===== src/rtl/board_int_ctrl_if.sv =====
// board_int_ctrl_if: register-window bus between the core's data-memory port and the interrupt controller.
interface board_int_ctrl_if;
  logic        i_cs;
  logic [4:0]  i_addr;
  logic        i_we;
  logic        i_re;
  logic [3:0]  i_sel;
  logic [31:0] i_wdata;
  logic [31:0] o_rdata;
  modport master (output i_cs, i_addr, i_we, i_re, i_sel, i_wdata, input o_rdata);
  modport slave (input i_cs, i_addr, i_we, i_re, i_sel, i_wdata, output o_rdata);
endinterface


===== src/rtl/board_int_ctrl.sv =====
// board_int_ctrl: masked edge/level interrupt controller with claim register and lowest-index priority.
// Define INT_CTRL_SYNC_EN for a two-flop synchroniser per source; otherwise inputs are registered once.
module board_int_ctrl #(
  parameter int NUM_SRC = 8,
  parameter int ID_W = 6
) (
  input  logic               clk,
  input  logic               reset,
  input  logic [NUM_SRC-1:0] i_irq,
  board_int_ctrl_if.slave    bus,
  output logic               o_int,
  output logic [ID_W-1:0]    o_int_id
);
  localparam int N = NUM_SRC;
  logic [N-1:0] s, p, pend_q, mask, mode, pending, active, lowest, wm, wd, w1c, clr, rise;
  logic [ID_W-1:0] id;
  logic [2:0] word;
  logic wr, claim, unused;
`ifdef INT_CTRL_SYNC_EN
  logic [N-1:0] meta;
`endif
  assign word = bus.i_addr[4:2];
  assign wr = bus.i_cs & bus.i_we;
  assign wd = bus.i_wdata[N-1:0];
  assign unused = ^{bus.i_addr[1:0], bus.i_wdata, bus.i_sel};
  always_comb begin
    wm = '0;
    for (int i = 0; i < N; i++) wm[i] = bus.i_sel[i/8];
  end
  assign rise = s & ~p;
  // Level sources bypass storage and show the synchronised line directly.
  assign pending = (mode & pend_q) | (~mode & s);
  assign active = pending & mask;
  assign lowest = active & (~active + N'(1));
  always_comb begin
    id = '0;
    for (int i = N - 1; i >= 0; i--) if (active[i]) id = ID_W'(i + 1);
  end
  assign claim = bus.i_cs & bus.i_re & (word == 3'd4) & (id != '0);
  assign w1c = (wr && word == 3'd0) ? wd & wm : '0;
  assign clr = w1c | (claim ? lowest : '0);
  assign bus.o_rdata = word == 3'd0 ? 32'(pending) :
                       word == 3'd1 ? 32'(mask) :
                       word == 3'd2 ? 32'(mode) :
                       word == 3'd3 ? 32'(s) :
                       word == 3'd4 ? 32'(id) : '0;
  always_ff @(posedge clk) begin
    if (reset) begin
`ifdef INT_CTRL_SYNC_EN
      meta <= '0;
`endif
      s <= '0;
      p <= '0;
      pend_q <= '0;
      mask <= '0;
      mode <= '0;
      o_int <= 1'b0;
      o_int_id <= '0;
    end else begin
`ifdef INT_CTRL_SYNC_EN
      meta <= i_irq;
      s <= meta;
`else
      s <= i_irq;
`endif
      p <= s;
      // A new rising edge wins over a simultaneous clear.
      pend_q <= mode & (rise | (pend_q & ~clr));
      mask <= (wr && word == 3'd1) ? (mask & ~wm) | (wd & wm) : mask;
      mode <= (wr && word == 3'd2) ? (mode & ~wm) | (wd & wm) : mode;
      o_int <= |active;
      o_int_id <= id;
    end
  end
endmodule


===== src/flat_wrapper.sv =====
// flat-port wrapper written by rule: the top's interface ports become plain ports
module board_int_ctrl_flat 
#(
  parameter int NUM_SRC = 8,
  parameter int ID_W = 6
)
  (clk, reset, i_irq, o_int, o_int_id, bus_i_cs, bus_i_addr, bus_i_we, bus_i_re, bus_i_sel, bus_i_wdata, bus_o_rdata);
  board_int_ctrl_if bus_i ();
  input  logic clk;
  input  logic reset;
  input  logic [NUM_SRC-1:0] i_irq;
  output logic o_int;
  output logic [ID_W-1:0] o_int_id;
  input wire logic [$bits(bus_i.i_cs)-1:0] bus_i_cs;
  input wire logic [$bits(bus_i.i_addr)-1:0] bus_i_addr;
  input wire logic [$bits(bus_i.i_we)-1:0] bus_i_we;
  input wire logic [$bits(bus_i.i_re)-1:0] bus_i_re;
  input wire logic [$bits(bus_i.i_sel)-1:0] bus_i_sel;
  input wire logic [$bits(bus_i.i_wdata)-1:0] bus_i_wdata;
  output wire logic [$bits(bus_i.o_rdata)-1:0] bus_o_rdata;
  assign bus_i.i_cs = bus_i_cs;
  assign bus_i.i_addr = bus_i_addr;
  assign bus_i.i_we = bus_i_we;
  assign bus_i.i_re = bus_i_re;
  assign bus_i.i_sel = bus_i_sel;
  assign bus_i.i_wdata = bus_i_wdata;
  assign bus_o_rdata = bus_i.o_rdata;
  board_int_ctrl #(.NUM_SRC(NUM_SRC), .ID_W(ID_W)) u_core (.clk(clk), .reset(reset), .i_irq(i_irq), .bus(bus_i), .o_int(o_int), .o_int_id(o_int_id));
endmodule

===== config.mk =====
export PLATFORM = sky130hd
export DESIGN_NAME = board_int_ctrl_flat
export DESIGN_NICKNAME = d
export VERILOG_FILES = /design/src/rtl/board_int_ctrl_if.sv /design/src/rtl/board_int_ctrl.sv /design/src/flat_wrapper.sv
export SDC_FILE = /design/constraint.sdc
export NUM_CORES = 1
export LEC_CHECK = 0
export ABC_AREA = 1
export CAP_MARGIN = 20
export CORE_UTILIZATION = 35
export DETAILED_ROUTE_END_ITERATION = 10
export GPL_TIMING_DRIVEN = 0
export PLACE_DENSITY = 0.66
export RECOVER_POWER = 50
export SYNTH_ARGS = -nofsm -noshare
export SYNTH_HDL_FRONTEND = slang
export SYNTH_SLANG_ARGS = --single-unit
export TNS_END_PERCENT = 1

===== constraint.sdc =====
create_clock -name clk -period 1.5 [get_ports clk]
set_input_delay 0.375 -clock clk [delete_from_list [all_inputs] [get_ports clk]]
set_output_delay 0.375 -clock clk [all_outputs]
set_load 0.01 [all_outputs]

==> impl_results.md <==
* Area of combinational cells with multiple inputs at 0.001384 sq mm
* Unrepaired setup endpoints after global routing: true
* Clock Sinks at 45
* Final-layout worst hold slack at 0.4632 ns
* Top cells by area in the synthesized netlist: sky130_fd_sc_hd__dfxtp_1 (38%), sky130_fd_sc_hd__nand2_1 (9.1%), sky130_fd_sc_hd__buf_4 (8.1%), sky130_fd_sc_hd__inv_1 (7.5%), sky130_fd_sc_hd__a21oi_1 (6.5%)
* Worst path arrival time at 1.58 ns
* Global router's overall resource usage at 18.79%
* Final instance area at 0.003441 sq mm
* Kind of start point of the critical path: flip-flop
* Area taken by flip-flops and latches at 924.6 sq um
* Via density per instance at 4.706
* Share of total power consumed by net switching at 26.78%
* Antenna diode count at 0
* Maxcap violations at 0
* Outcome: finished with violations
* Setup violators final at 8
* Top fanout value on the critical path at 4
* Relative contribution of combinational cells to total power at 17.0%
* Max Fclk at 511.0 MHz
* Clk pwr share at about 31%
* Final weighted congestion in routability-driven placement at 0.9422
* Remaining number of nets flagged by the antenna check after routing at 0
* Tightest Hold Check Type: flip-flop to flip-flop
* Total of buffers placed on input and output ports at 37
* First drt pass iteration count at 10
* Final clock skew at between 0.003 and 0.004 ns
* Non-filler instance count after layout at just over 500
* Final routed wirelength across all metal layers at 6.841 mm
* Minimum clock period after layout at roughly 2 ns
* Initial DRC count at 165
* Post-route clock period utilization at 130.5%
* Instance count of the mapped netlist at 340
* Site row count at 29
* Detailed-route wire length per cell at 13.41 microns
* Pin count of the biggest net entering global routing at 13
* Nets@finish at 486
* Seq pwr share at 52.0%
* Post-placement cell area at about 0.0030 sq mm
* Post-synth cell types at 31
* H-Tree Depth at 2
* GRT overflow at 0
* Avg Cell Area, Syn at 7.055 sq um
* Worst setup endpoint: bus_o_rdata[0]
* Post-synthesis register bit count at 45
* Clock transition at the registers of the reported paths at 0.08 ns
* Fraction of final layout cells sized beyond drive strength 1 at between 30% and 40%
* Core region area at 0.006495 sq mm
* Post-Route Utilization at 52.98%
* Critical Setup Path Class: flip-flop to output pin
* Filler cells at approximately 630
* Via count of the first global-routing pass at 2155
* Count of final max-slew check failures at 0
* Die width at between 80 and 90 microns
* Cell area after synthesis at 0.002399 sq mm
* Sum of net half-perimeters after detailed placement at about 4.4 mm
* Total vias in the final route at 2400
* Worst-case register-to-register setup slack at 0.07 ns
* Final count of hold timing violations at 0
* Most common cell after layout, fill and taps aside: sky130_fd_sc_hd__buf_4
* Violations in the final reports: DRC, setup timing
* Transition at the pin with the smallest max-transition slack at 0.6098 ns
* Net load switching power at between 0.6 and 0.7 mW
* Clock latency on the worst-skew pair at 0.31 ns
* Kind of end point of the critical path: output pin
* Leading cell types in the layout, fill and taps excluded: sky130_fd_sc_hd__buf_4 (47), sky130_fd_sc_hd__nand2_1 (46), sky130_fd_sc_hd__inv_1 (35)
* Worst rel slew slack at 59.35%
* Post-detailed-route DRC marker count at 6
* First-pass GRT wire length at 10.30 mm
* Leak pwr at 1.613 nW
* Cell at the root of the clock tree: sky130_fd_sc_hd__clkbuf_8
* Required time at the endpoint of the critical path at between 1 and 1.5 ns
* Internal power of the cells at 1.738 mW
* Clock buffers created by TritonCTS at 5
* Endpoint of the most critical register-to-register path: u_core.pend_q[6]
* Die height at 84.78 microns
* Top cell type by total area after synthesis: sky130_fd_sc_hd__dfxtp_1
* Post-synth top area share at 37.56%
* R2r worst-path depth at 10
* Synth warn at 0
* Setup WS post-layout at -0.4570 ns
* TritonCTS clock tree: done
* Placed instance count at 479
* Area added between synthesis and finish at 43.45%
* Initial antenna violation count at 0
* Buffers from clock root to sink, at most at 2
* Total Die Area at 0.007188 sq mm
* Initial core utilization at 36.93%
* Power density cells at 689.7 mW/mm^2
* Share of the yosys chip area belonging to registers at 37.56%
* Worst IR Drop VDD at 0.3876 mV
* Ports placed on the boundary at 93
synth_stat cells, drive strengths merged:
cell and count:
nand2 61, inv 53, dfxtp 45, nor2 38
a21oi 32, nand3 32, buf 26, o21ai 21
or2 9, a22oi 4, clkbuf 4, nand4 3
nor3 3, o211ai 3, nand3b 2, a21boi 1
conb 1, nand2b 1, o221ai 1
critical path, cell delays in order (launching register included):
cell and delay, ns:
sky130_fd_sc_hd__dfxtp_2 0.33, sky130_fd_sc_hd__inv_2 0.07, sky130_fd_sc_hd__nand2_2 0.08, sky130_fd_sc_hd__nand3_4 0.11, sky130_fd_sc_hd__buf_6 0.11, sky130_fd_sc_hd__nand4_1 0.11, sky130_fd_sc_hd__nand3_1 0.12, sky130_fd_sc_hd__nand2_1 0.06
sky130_fd_sc_hd__nand2_1 0.08, sky130_fd_sc_hd__nand3_2 0.07, sky130_fd_sc_hd__buf_6 0.13
worst min path at each step:
stage	from	endpoint	cells after the start
global route	u_core.s[0]	u_core.p[0]	2
finish	u_core.s[2]	u_core.p[2]	2
floorplan	u_core.s[7]	u_core.p[7]	2
CTS	u_core.s[0]	u_core.p[0]	2
detailed placement	flip-flop	u_core.pend_q[0]	2
global placement	flip-flop	u_core.pend_q[0]	2
area by class of cell:
type	count	share of cell area, %
buffer	30	6.182
clock buffer	8	2.327
inverter	53	6.364
multi-input combinational	237	40.22
sequential	45	26.87
tap	77	2.800
timing repair buffer	60	15.24
per-stage QoR:
step | worst slack (ns) | total power, mW | TNS, ns
after global placement | -1.255 | 1.609 | -25.82
after CTS | -0.4158 | 2.367 | -2.878
after floorplan | 0.01015 | 1.467 | 0
after global routing | -0.5326 | 2.477 | -3.469
after detailed placement | -1.237 | 1.611 | -26.32
final | -0.4570 | 2.373 | -2.319
power groups by stage:
stage / combinational [mW] / clock (mW) / sequential [mW]
after global routing: 0.434 / 0.805 / 1.24
after detailed placement: 0.350 / 0 / 1.26
after CTS: 0.384 / 0.747 / 1.24
after global placement: 0.348 / 0 / 1.26
final: 0.403 / 0.736 / 1.23
after floorplan: 0.209 / 0 / 1.26
cells by family after synthesis:
logic type             count (synthesis)  share of synthesized area, %
buffers and inverters                 83                         17.27
other                                  1                        0.1563
DFF                                   45                         37.56
AOI/OAI and AO/OA                     62                         14.40
and+or+nand+nor                      149                         30.62
routing by layer:
layer	global-route usage [%]	routed length [microns]	up-vias
met5	0	0	-
met4	8.629	197	0
met3	3.343	529	19
met2	31.41	3308	88
met1	23.56	2806	1075
li1	-	-	1218
what timing repair did:
action,in CTS,in global routing
pin swaps,21,13
hold buffers,0,0
endpoints found under the setup margin,37,18
resized for setup,126,25
setup buffers,21,2
Power figures use the tool's default switching activity.
